## src/rtl/vec_pkg.sv

```systemverilog
// Shared definitions for the vector lane sequencer: op codes, FSM states
// and default geometry.
package vec_pkg;

  // Default geometry: four 8-bit lanes form a 32-bit vector.
  localparam int LANES_DEF  = 4;
  localparam int LANE_W_DEF = 8;

  // ALUControl codes the decoder uses for vector operations.
  localparam logic [3:0] OP_VADD = 4'b1000;
  localparam logic [3:0] OP_VSUB = 4'b1001;
  localparam logic [3:0] OP_VAND = 4'b1010;
  localparam logic [3:0] OP_VORR = 4'b1011;
  localparam logic [3:0] OP_VXOR = 4'b1111;

  // Sequencer states.
  typedef enum logic [1:0] {
    ST_IDLE = 2'd0,
    ST_RUN  = 2'd1,
    ST_DONE = 2'd2
  } state_e;

  // True for the five op codes the lane ALU implements.
  function automatic logic is_vec_op(input logic [3:0] op);
    logic ok;
    case (op)
      OP_VADD, OP_VSUB, OP_VAND, OP_VORR, OP_VXOR: ok = 1'b1;
      default:                                     ok = 1'b0;
    endcase
    return ok;
  endfunction

endpackage

```

## src/rtl/vec_lane_alu.sv

```systemverilog
// Single-lane combinational ALU shared by every lane of a vector op.
// Arithmetic wraps modulo 2^LANE_W; carries/borrows are simply dropped.
module vec_lane_alu
  import vec_pkg::*;
#(
  parameter int LANE_W = LANE_W_DEF
) (
  input  logic [LANE_W-1:0] a,
  input  logic [LANE_W-1:0] b,
  input  logic [3:0]        op,
  output logic [LANE_W-1:0] y,
  output logic              legal
);

  // Decode the op and compute one lane's result; unknown ops yield zero.
  always_comb begin
    y     = '0;
    legal = is_vec_op(op);
    case (op)
      OP_VADD: y = a + b;
      OP_VSUB: y = a - b;
      OP_VAND: y = a & b;
      OP_VORR: y = a | b;
      OP_VXOR: y = a ^ b;
      default: y = '0;
    endcase
  end

endmodule

```

## src/rtl/vec_lane_sequencer.sv

```systemverilog
// Multi-cycle vector ALU sequencer: latches operands on Start, runs one
// lane per cycle through a shared lane ALU, then pulses Done/VecWE.
module vec_lane_sequencer
  import vec_pkg::*;
#(
  parameter int LANES  = LANES_DEF,
  parameter int LANE_W = LANE_W_DEF
) (
  input  logic                    clk,
  input  logic                    reset,
  input  logic                    Start,
  input  logic [3:0]              ALUControl,
  input  logic [LANES*LANE_W-1:0] SrcA,
  input  logic [LANES*LANE_W-1:0] SrcB,
  output logic                    Stall,
  output logic                    Done,
  output logic                    VecWE,
  output logic [LANES*LANE_W-1:0] Result,
  output logic                    Zero,
  output logic                    Illegal
);

  localparam int VEC_W = LANES * LANE_W;
  localparam int CNT_W = (LANES > 1) ? $clog2(LANES) : 1;

  state_e             state_q, state_d;
  logic [CNT_W-1:0]   cnt_q, cnt_d;
  logic [VEC_W-1:0]   a_q, a_d;
  logic [VEC_W-1:0]   b_q, b_d;
  logic [3:0]         op_q, op_d;
  logic [VEC_W-1:0]   result_q, result_d;
  logic               zero_q, zero_d;
  logic               illegal_q, illegal_d;

  logic [LANE_W-1:0]  lane_a, lane_b, alu_y;
  logic [3:0]         alu_op;
  logic               alu_legal;

  // Pick the current lane of the latched operands; in IDLE the ALU sees the
  // incoming op code so its legal flag can steer the issue decision.
  always_comb begin
    lane_a = '0;
    lane_b = '0;
    for (int i = 0; i < LANES; i++) begin
      if (cnt_q == CNT_W'(i)) begin
        lane_a = a_q[i*LANE_W +: LANE_W];
        lane_b = b_q[i*LANE_W +: LANE_W];
      end
    end
    alu_op = (state_q == ST_IDLE) ? ALUControl : op_q;
  end

  vec_lane_alu #(
    .LANE_W (LANE_W)
  ) u_lane_alu (
    .a     (lane_a),
    .b     (lane_b),
    .op    (alu_op),
    .y     (alu_y),
    .legal (alu_legal)
  );

  // Next-state logic: issue, per-lane write-back, and completion flags.
  always_comb begin
    state_d   = state_q;
    cnt_d     = cnt_q;
    a_d       = a_q;
    b_d       = b_q;
    op_d      = op_q;
    result_d  = result_q;
    zero_d    = zero_q;
    illegal_d = illegal_q;

    case (state_q)
      ST_IDLE: begin
        if (Start) begin
          a_d   = SrcA;
          b_d   = SrcB;
          op_d  = ALUControl;
          cnt_d = '0;
          if (alu_legal) begin
            state_d = ST_RUN;
          end else begin
            state_d   = ST_DONE;
            illegal_d = 1'b1;
            zero_d    = (result_q == '0);
          end
        end
      end
      ST_RUN: begin
        for (int i = 0; i < LANES; i++) begin
          if (cnt_q == CNT_W'(i)) begin
            result_d[i*LANE_W +: LANE_W] = alu_y;
          end
        end
        if (cnt_q == CNT_W'(LANES - 1)) begin
          state_d   = ST_DONE;
          cnt_d     = '0;
          illegal_d = 1'b0;
          zero_d    = (result_d == '0);
        end else begin
          cnt_d = cnt_q + CNT_W'(1);
        end
      end
      ST_DONE: begin
        state_d = ST_IDLE;
      end
      default: begin
        state_d = ST_IDLE;
      end
    endcase
  end

  // Handshake outputs; Stall is combinational from Start so the PC holds
  // in the issue cycle itself.
  always_comb begin
    Stall   = ((state_q == ST_IDLE) && Start) || (state_q == ST_RUN);
    Done    = (state_q == ST_DONE);
    VecWE   = (state_q == ST_DONE) && !illegal_q;
    Result  = result_q;
    Zero    = zero_q;
    Illegal = illegal_q;
  end

  // State register; reset discards any in-flight operation and its result.
  always_ff @(posedge clk) begin
    if (reset) begin
      state_q   <= ST_IDLE;
      cnt_q     <= '0;
      a_q       <= '0;
      b_q       <= '0;
      op_q      <= '0;
      result_q  <= '0;
      zero_q    <= 1'b0;
      illegal_q <= 1'b0;
    end else begin
      state_q   <= state_d;
      cnt_q     <= cnt_d;
      a_q       <= a_d;
      b_q       <= b_d;
      op_q      <= op_d;
      result_q  <= result_d;
      zero_q    <= zero_d;
      illegal_q <= illegal_d;
    end
  end

endmodule
```

## config.mk

```make
export PLATFORM = sky130hd
export DESIGN_NAME = vec_lane_sequencer
export DESIGN_NICKNAME = d
export VERILOG_FILES = /design/src/rtl/vec_pkg.sv /design/src/rtl/vec_lane_alu.sv /design/src/rtl/vec_lane_sequencer.sv
export SDC_FILE = /design/constraint.sdc
export NUM_CORES = 1
export LEC_CHECK = 0
export ABC_CLOCK_PERIOD_IN_PS = 5900
export BUFFER_PORTS_ARGS = -buffer_cell sky130_fd_sc_hd__buf_2
export CORE_MARGIN = 2
export CORE_UTILIZATION = 40
export DETAILED_ROUTE_END_ITERATION = 16
export GPL_ROUTABILITY_DRIVEN = 0
export SLEW_MARGIN = 5
export SYNTH_ARGS = -nofsm -noshare
export SYNTH_HDL_FRONTEND = slang
export SYNTH_HIERARCHICAL = 1
export SYNTH_SLANG_ARGS = --single-unit
```

## constraint.sdc

```tcl
create_clock -name clk -period 5.9 [get_ports clk]
set_input_delay 0 -clock clk [delete_from_list [all_inputs] [get_ports clk]]
set_output_delay 0 -clock clk [all_outputs]
set_load 0.02 [all_outputs]
```

==> results by group, run 1 <==
Floorplanning
  – DIE AREA: 15000 um2
  – Ports: 108
  – Core ar.: 13800 um2
  – Rows: 43
  – Die X: 122 um
  – Die Ht: 122 um
  – Initial Util: 0.407

Critical path
  – Critical setup path kind: flop to flop
  – Crit. End Element: flop
  – Crit start category: flop
  – R2r setup slk: 910 ps
  – Crit Path Max Fanout: 22
  – Critical path data required time: 6170 ps
  – Critical Path AT: 5260 ps

Power and ir drop
  – Cell area power density: 264 nW/um2
  – Worst ir drop on vdd: 0.136 mV
  – Total power draw: 1.89 mW
  – Leak: 3.19 nW

Final layout
  – N_diodes: 0
  – Proportion of layout cells with a drive suffix above 1: 0.162
  – # fillers: 1356
  – Post-layout util: 0.521
  – Area grow syn2layout: 28.0%
  – Final layout net count: 975
  – Finished Cell Area: 7180 um2

CTS
  – Clock latency on the worst-skew pair: 350 ps
  – Num CTS Buffers: 9
  – Clock Path Buffers: 2
  – TritonCTS Sinks: 106
  – Htree depth: 3
  – Post-CTS Setup Repair Bufs: 0
  – TritonCTS clock tree: yes
  – Clk slew on worst S/H paths: 70 ps
  – Root buffer cell: clkbuf_16
  – Post-CTS resize count: 0

Route
  – Residual DRC: 0
  – Vias: 5522
  – Total iterations of the first detailed-routing run: 5
  – Routed WL per cell: 15.2 um
  – Antenna-violating nets left: 0
  – Number of vias per cell: 5.21
  – Initial drt markers: 328
  – Total wire length: 16100 um

Run
  – Max Cap Violations: 0

Yosys
  – Post-Synth XOR/XNOR Area: 0.0156
  – Simple logic cell fraction of the synthesized area: 0.233
  – Synthesized instance count: 731
  – Post-synthesis compound-gate area fraction: 0.181
  – Syn Nets: 832
  – FFs w/ async S/R, synth: 0
  – Synth Area in Adders: 0.0683
  – Number of flops mapped to enable cells by yosys: 0
  – Register bit count reported by yosys: 106
  – Register area share after synthesis: 0.379
  – Ys flop type: dfxtp_1
  – Cell Area, Synth: 5600 um2
  – Distinct cells, synth: 51
  – Largest family of logic cells by synthesized area: simple AND/OR/NAND/NOR gates
  – Mux share of post-synthesis cell area: 0.0710
  – Warnings from Yosys: 6
  – Syn Area/Cell: 7.67 um2

Global routing
  – Total Routing Usage GR: 0.215
  – Initial antenna violation count: 0
  – First-pass GRT wire length: 25500 um
  – Largest net degree at the start of global routing: 107
  – Vias in the first global route: 5157
  – Total gr overflow: 0

STA
  – Final hold violations: 0
  – Tmin final: 4990 ps
  – Final Max Tran Viols: 0
  – Worst-margin pin slew: 1130 ps
  – Fin crit share: 0.845
  – Final setup viols: 0
  – Unrepaired setup endpoints after global routing: false
  – Fin Clk Skew: 6.29 ps
  – Fmax: 0.201 GHz
  – Setup TNS: 0 ps
  – Max_slew headroom: 0.245

Status
  – Status: completed

Placement
  – Cell Area, Placed: 6200 um2
  – IO Port Bufs: 107
  – Post-DP HPWL: 11200 um

Hold path
  – Min-Delay Path Class: input port to flop
[power breakdown]
part,internal (mW),leakage (nW),switching (mW)
Clock,0.332,0.149,0.277
Combinational,0.207,2.18,0.296
Sequential,0.756,0.866,0.0256
[final cells by class]
cell class,count,area [um2],area share
Inverter,22,82.6,0.0115
Sequential cell,106,2120,0.296
Timing Repair Buffer,181,1260,0.176
Multi-Input combinational cell,554,3190,0.445
Clock buffer,10,229,0.0319
Tap cell,180,225,0.0314
Clock inverter,6,65.1,0.00907
[worst paths after layout]
kind | from | end | cells past startpoint
max | cnt_q[1]$_SDFFE_PP0P_ | Zero$_SDFFE_PP0P_ | 20
max reg2reg | cnt_q[1]$_SDFFE_PP0P_ | Zero$_SDFFE_PP0P_ | 20
min reg2reg | op_q[0]$_SDFFE_PP0P_ | op_q[0]$_SDFFE_PP0P_ | 2
min | Start | op_q[0]$_SDFFE_PP0P_ | 4
[logic make-up (layout without fill, tap and decap cells)]
| group | Yosys count | after routing |
|---|---|---|
| AND/OR/NAND/NOR | 297 | 297 |
| adder cells (fa/ha/maj) | 30 | 30 |
| multiplexers | 39 | 39 |
| buffers and inverters | 71 | 219 |
| XOR/XNOR | 10 | 10 |
| AO/OA/AOI/OAI | 178 | 178 |
| flip-flops | 106 | 106 |
[registers in the layout, summed over array words and instances (netlist names)]
name,cells
Illegal,1
Result,32
Zero,1
a_q,32
b_q,32
cnt_q,2
op_q,4
state_q,2
[cells in the mapped netlist, types with 7 or more instances]
master,instances,area share
nand3b_1,19,0.025
dfxtp_1,106,0.38
buf_2,11,0.0098
nor2_1,59,0.040
clkbuf_1,35,0.023
xnor2_1,7,0.011
mux2i_1,33,0.059
nand2_1,181,0.12
a21oi_1,120,0.11
ha_1,29,0.065
o21ai_0,28,0.025
inv_1,22,0.015
[stage by stage]
step                      setup WS (ps)  std cells  hold WS (ps)
after CTS                          1010       1059          78.0
after global placement             1380        975           241
final                               915       1059          89.0
after detailed placement           1030        975           245
after global routing                339       1059           113
after floorplan                    1650        731           136
[layer usage]
layer	global-route usage	vias up	routed length [um]
met1	0.284	2585	7440
met5	0	-	0
li1	-	2756	-
met3	0.0274	16	697
met2	0.368	165	7740
met4	0.0625	0	214
[worst max-delay path, stage by stage (launching register included)]
cell and delay (ps):
dfxtp_1 330, inv_1 120, ha_1 580, nand2_1 110, a21oi_1 150, a21oi_1 60, o21ai_0 620, inv_1 240
a21oi_1 210, xnor2_1 90, ha_1 380, o21ai_0 200, a21oi_1 80, o21ai_0 190, nor2b_1 160, o221ai_1 310
o21ai_0 340, o2111ai_1 230, a2111oi_4 250, nand3_1 110, o22ai_1 140
[repair_timing]
action | in CTS | in global routing
endpoints found under the setup margin | 0 | 0
endpoints found under the hold margin | 68 | 0
hold buffers | 68 | 0
[layout by cell type, fill, tap and decap left out, types with 7 or more instances in the layout]
cell and count:
dfxtp_1 106, dlygate4sd3_1 68, o21ai_0 28, ha_1 29, buf_2 107, xnor2_1 7, inv_1 22, mux2i_1 33
nor2_1 59, clkbuf_16 9, nand2_1 180, nand3b_1 19, a21oi_1 120
Note: power is estimated with default switching activity, not from simulation.
==> inputs of run 2 (changes only) <==
- ABC_CLOCK_PERIOD_IN_PS: 5900 -> 4600
- clock period: 5.9 -> 4.6 ns (I/O delays scaled with it)
==> run 2 against run 1 <==
Critical path depth up 2; clock power up 28%; cell area up 1.8%; maximum frequency up 19%; sequential power up 28%; core utilization up 0.92 points; die area unchanged; sequential share of layout area down 0.51 points.
==> results by group, run 2 (synthesized netlist as in run 1, its figures left out) <==
Final layout
  – Proportion of layout cells with a drive suffix above 1: 0.178
  – Commonest non-fill, non-tap cell in the layout: nand2_1
  – Commonest cells after routing, fill and taps aside: nand2_1, a21oi_1, buf_2
  – N_diodes: 0
  – Area grow syn2layout: 30.3%
  – Final layout net count: 988

Status
  – Status: completed

Critical path
  – R2r setup slk: 420 ps
  – Crit start category: flop
  – Critical path data required time: 4880 ps
  – Start of the worst register-to-register path: cnt_q[1]$_SDFFE_PP0P_
  – Crit. End Element: flop
  – Critical Path AT: 4460 ps
  – Critical setup path kind: flop to flop
  – R2R depth: 22
  – Crit Path Max Fanout: 33
  – Worst r2r dst: Zero$_SDFFE_PP0P_

Placement
  – IO Port Bufs: 107
  – Post-DP HPWL: 11000 um

Power and ir drop
  – Total power draw: 2.45 mW
  – Reg power frac: 0.408
  – Clk pwr share: 0.317
  – Worst ir drop on vdd: 0.197 mV
  – Leak: 3.26 nW
  – Cell-internal power: 1.68 mW
  – Logic pwr share: 0.275
  – Cell area power density: 336 nW/um2
  – Switching share of power: 0.317
  – Net switching power figure: 0.776 mW

Hold path
  – Hold endpoint: op_q[3]$_SDFFE_PP0P_
  – Min-Delay Path Class: input port to flop
  – Hold_sp: Start
  – Hold Crit Depth: 4

CTS
  – Clock latency on the worst-skew pair: 360 ps
  – TritonCTS clock tree: yes
  – Root buffer cell: clkbuf_16
  – Num CTS Buffers: 9
  – Clock Path Buffers: 2
  – Post-CTS Setup Repair Bufs: 0
  – TritonCTS Sinks: 106
  – Clk slew on worst S/H paths: 70 ps
  – Htree depth: 3

Global routing
  – Total Routing Usage GR: 0.224
  – Vias in the first global route: 5433
  – Total gr overflow: 0
  – First-pass GRT wire length: 26600 um
  – Largest net degree at the start of global routing: 70
  – Initial antenna violation count: 0

Floorplanning
  – Rows: 43
  – Die X: 122 um
  – Ports: 108
  – DIE AREA: 15000 um2
  – Initial Util: 0.407
  – Die Ht: 122 um
  – Core ar.: 13800 um2

Route
  – Antenna-violating nets left: 0
  – Total wire length: 16200 um
  – Residual DRC: 0
  – Routed WL per cell: 15.1 um
  – Total iterations of the first detailed-routing run: 5
  – Number of vias per cell: 5.21
  – Vias: 5586
  – Initial drt markers: 318

STA
  – Final hold violations: 0
  – Max_slew headroom: 0.206
  – Final Max Tran Viols: 0
  – Fin crit share: 0.908
  – Tmin final: 4180 ps
  – Unrepaired setup endpoints after global routing: false
  – Final setup viols: 0
  – Worst-margin pin slew: 1190 ps
  – Fin Clk Skew: 8.96 ps
  – Setup TNS: 0 ps
  – Fmax: 0.239 GHz

Run
  – Max Cap Violations: 0
[run 2: per-layer routing]
layer | GRT usage | part of all wire | routed length (um) | up-vias
met4 | 0.0661 | 0.012 | 202 | 0
li1 | - | - | - | 2785
met5 | 0 | 0 | 0 | -
met3 | 0.0460 | 0.056 | 898 | 18
met2 | 0.370 | 0.48 | 7730 | 172
met1 | 0.295 | 0.45 | 7350 | 2611
[run 2: worst max-delay path by stage]
stage,slack (ps),to,cells past startpoint,startpoint
2_1_floorplan,350,Zero$_SDFFE_PP0P_,20,cnt_q[0]$_SDFFE_PP0P_
3_3_place_gp,390,Zero$_SDFFE_PP0P_,21,cnt_q[1]$_SDFFE_PP0P_
3_5_place_dp,300,Zero$_SDFFE_PP0P_,21,cnt_q[1]$_SDFFE_PP0P_
4_1_cts,260,Zero$_SDFFE_PP0P_,21,cnt_q[1]$_SDFFE_PP0P_
5_1_grt,20,Zero$_SDFFE_PP0P_,22,cnt_q[1]$_SDFFE_PP0P_
6_report,420,Zero$_SDFFE_PP0P_,22,cnt_q[1]$_SDFFE_PP0P_
[run 2: cell type report]
type                    count  area (um2)
flip-flops and latches    106        2120
well taps                 180         225
fillers                  1329        6470
repair buffers            194        1370
inverters                  22        82.6
multi-input cells         554        3210
clock inverters             7        68.8
clock buffers               9         225
[run 2: timing repair]
| action | CTS | global route |
|---|---|---|
| hold buffers | 68 | 0 |
| endpoints found under the setup margin | 0 | 1 |
| endpoints found under the hold margin | 68 | 0 |
| gates resized for setup | 0 | 9 |
[run 2: through the flow]
stage	hold WS [ps]	cell area, um2	instances	utilization	worst slack [ps]
after floorplan	136	5600	731	-	351
after global placement	240	6310	988	0.458	387
after detailed placement	247	6310	988	0.458	304
after CTS	37.0	7290	1072	0.529	259
after global routing	74.8	7300	1072	0.530	20.1
final	43.9	7300	1072	0.530	421
[run 2: power by group through the flow]
stage	registers, mW	clock network, mW	logic (mW)
6_report	1.00	0.778	0.673
5_1_grt	1.01	0.822	0.748
4_1_cts	1.00	0.788	0.657
3_5_place_dp	1.02	0	0.609
3_3_place_gp	1.02	0	0.598
2_1_floorplan	1.02	0	0.443
[run 2: worst max-delay path, cell delays in order (launching register included)]
cell and delay [ps]:
dfxtp_1 330, inv_1 120, ha_1 280, buf_12 210, nand3b_1 130, a21oi_1 80
a21oi_1 190, o21ai_2 100, buf_4 170, nor4_4 320, a21oi_1 150, xnor2_1 140
ha_1 370, nand4_1 120, a21oi_1 210, nor3_1 90, nand2_1 90, o221ai_2 190
o21ai_0 140, o2111ai_1 190, a2111oi_4 230, nand3_1 130, o22ai_1 130
==> inputs of run 3 (changes only) <==
- GPL_TIMING_DRIVEN: unset -> 0
- REMOVE_ABC_BUFFERS: unset -> 1
==> run 3 against run 2 <==
Hold slack worse by 6.6 ps; clock-buffer cell count is 3 higher; cell area is 1.2% higher; register-to-register slack worse by 190 ps; combinational power is 3% higher; final cell count is 0.65% lower; global-route usage is 1.6 points lower; sequential share of layout area is 0.34 points lower; power is 1.4% higher; flip-flop and latch count stayed put.
==> results by group, run 3 (synthesized netlist as in run 1, its figures left out) <==
Floorplanning
  – Core ar.: 13800 um2
  – Die Ht: 122 um
  – Die X: 122 um
  – DIE AREA: 15000 um2
  – Rows: 43
  – Initial Util: 0.407
  – Ports: 108

Power and ir drop
  – Cell-internal power: 1.71 mW
  – Clk pwr share: 0.321
  – Leak: 3.25 nW
  – Cell area power density: 336 nW/um2
  – Logic pwr share: 0.278
  – Worst ir drop on vdd: 0.215 mV
  – Net switching power figure: 0.776 mW
  – Reg power frac: 0.401
  – Switching share of power: 0.312
  – Total power draw: 2.49 mW

STA
  – Max_slew headroom: 0.314
  – Fin Clk Skew: 10.4 ps
  – Worst-margin pin slew: 1030 ps
  – Setup TNS: 0 ps
  – Final setup viols: 0
  – Tmin final: 4370 ps
  – Final Max Tran Viols: 0
  – Fin crit share: 0.949
  – Unrepaired setup endpoints after global routing: false
  – Fmax: 0.229 GHz
  – Final worst slack: 232 ps
  – Final hold violations: 0
  – Hold slack final: 37.3 ps

Final layout
  – Proportion of layout cells with a drive suffix above 1: 0.185
  – # fillers: 1378
  – Final layout net count: 981
  – N_diodes: 0
  – Commonest cells after routing, fill and taps aside: nand2_1, a21oi_1, buf_2
  – Final instance count without filler cells: 1065
  – Area grow syn2layout: 31.9%
  – Commonest non-fill, non-tap cell in the layout: nand2_1

Route
  – Antenna-violating nets left: 0
  – Routed WL per cell: 14.8 um
  – Initial drt markers: 299
  – Residual DRC: 0
  – Total wire length: 15800 um
  – Number of vias per cell: 5.16
  – Vias: 5493
  – Total iterations of the first detailed-routing run: 5

CTS
  – Htree depth: 3
  – Root buffer cell: clkbuf_16
  – Clk slew on worst S/H paths: 70 ps
  – Num CTS Buffers: 9
  – TritonCTS clock tree: yes
  – Clock latency on the worst-skew pair: 360 ps
  – TritonCTS Sinks: 106
  – Clock Path Buffers: 2

Placement
  – Placed Cells: 972
  – Post-placement setup slack: -1060 ps
  – IO Port Bufs: 107
  – Post-DP HPWL: 9980 um

Critical path
  – R2R depth: 15
  – R2r setup slk: 230 ps
  – Critical path data required time: 4890 ps
  – Crit start category: flop
  – Worst r2r dst: Zero$_SDFFE_PP0P_
  – CP Buf/Inv Count: 0
  – Critical setup path kind: flop to flop
  – Crit path cell chain: nor2_1 > mux2_2 > and4bb_4 > mux2_2 > fa_1 > nand2b_1 > a21oi_2 > o21ai_0 > nand3b_1 > o221ai_2 > nor2_2 > nand3b_1 > a2111oi_4 > nand3_1 > o22ai_1
  – Delay-heaviest family, CP: simple AND/OR/NAND/NOR gates
  – Critical Path Slowest Stage Cell: mux2_2
  – Crit Path Max Fanout: 14
  – Critical Path AT: 4650 ps
  – Start of the worst register-to-register path: state_q[1]$_SDFFE_PP0P_
  – Crit. End Element: flop
  – CP max stage delay: 520 ps

Global routing
  – Initial antenna violation count: 0
  – Vias in the first global route: 5297
  – First-pass GRT wire length: 24800 um
  – Largest net degree at the start of global routing: 55
  – Total gr overflow: 0
  – Total Routing Usage GR: 0.208

Hold path
  – Hold endpoint: state_q[1]$_SDFFE_PP0P_
  – Hold_sp: Start
  – Min-Delay Path Class: input port to flop
  – Hold Crit Depth: 3

Status
  – Status: completed

Run
  – Max Cap Violations: 0
## run 3: what timing repair did
action,CTS,global route
gates resized for setup,12,16
buffers inserted,0,9
pin swaps,0,6
hold endpoints to repair,68,0
hold buffers,68,0
setup endpoints to repair,17,5
## run 3: worst max-delay path by stage
stage / from / slack, ps / end / cells after the start
floorplan: cnt_q[0]$_SDFFE_PP0P_ / 260 / Zero$_SDFFE_PP0P_ / 18
detailed placement: cnt_q[1]$_SDFFE_PP0P_ / -1060 / Zero$_SDFFE_PP0P_ / 19
finish: state_q[1]$_SDFFE_PP0P_ / 230 / Zero$_SDFFE_PP0P_ / 15
global route: cnt_q[0]$_SDFFE_PP0P_ / 3 / Zero$_SDFFE_PP0P_ / 21
global placement: cnt_q[0]$_SDFFE_PP0P_ / -1030 / Zero$_SDFFE_PP0P_ / 17
CTS: cnt_q[1]$_SDFFE_PP0P_ / 7 / Zero$_SDFFE_PP0P_ / 20
## run 3: power groups by stage
stage	logic (mW)	clock network [mW]	registers (mW)
floorplan	0.415	0	1.02
global placement	0.578	0	1.02
detailed placement	0.599	0	1.02
CTS	0.656	0.813	0.997
global route	0.771	0.848	1.00
finish	0.691	0.798	0.997
## run 3: worst min-delay path, stage by stage
cell,delay (ps)
buf_2,130
a22oi_1,140
nor3_1,80
## run 3: metrics by stage
stage	instance area (um2)	utilization
4_1_cts	7260	0.527
3_5_place_dp	6220	0.452
3_3_place_gp	6150	0.447
2_1_floorplan	5390	-
5_1_grt	7390	0.537
6_report	7390	0.537
## run 3: final cells by class
| cell class | instances | area [um2] | area share |
|---|---|---|---|
| multi-input combinational | 554 | 3290 | 0.445 |
| sequential | 106 | 2120 | 0.287 |
| timing repair buffer | 187 | 1370 | 0.185 |
| clock buffer | 12 | 256 | 0.0347 |
| tap | 180 | 225 | 0.0305 |
| inverter | 22 | 82.6 | 0.0112 |
| clock inverter | 4 | 50.0 | 0.00677 |
## run 3: layer usage
layer,GRT usage,vias up,part of all wire
li1,-,2767,-
met5,0,-,0
met2,0.358,161,0.49
met3,0.0395,17,0.056
met1,0.265,2548,0.44
met4,0.0632,0,0.017
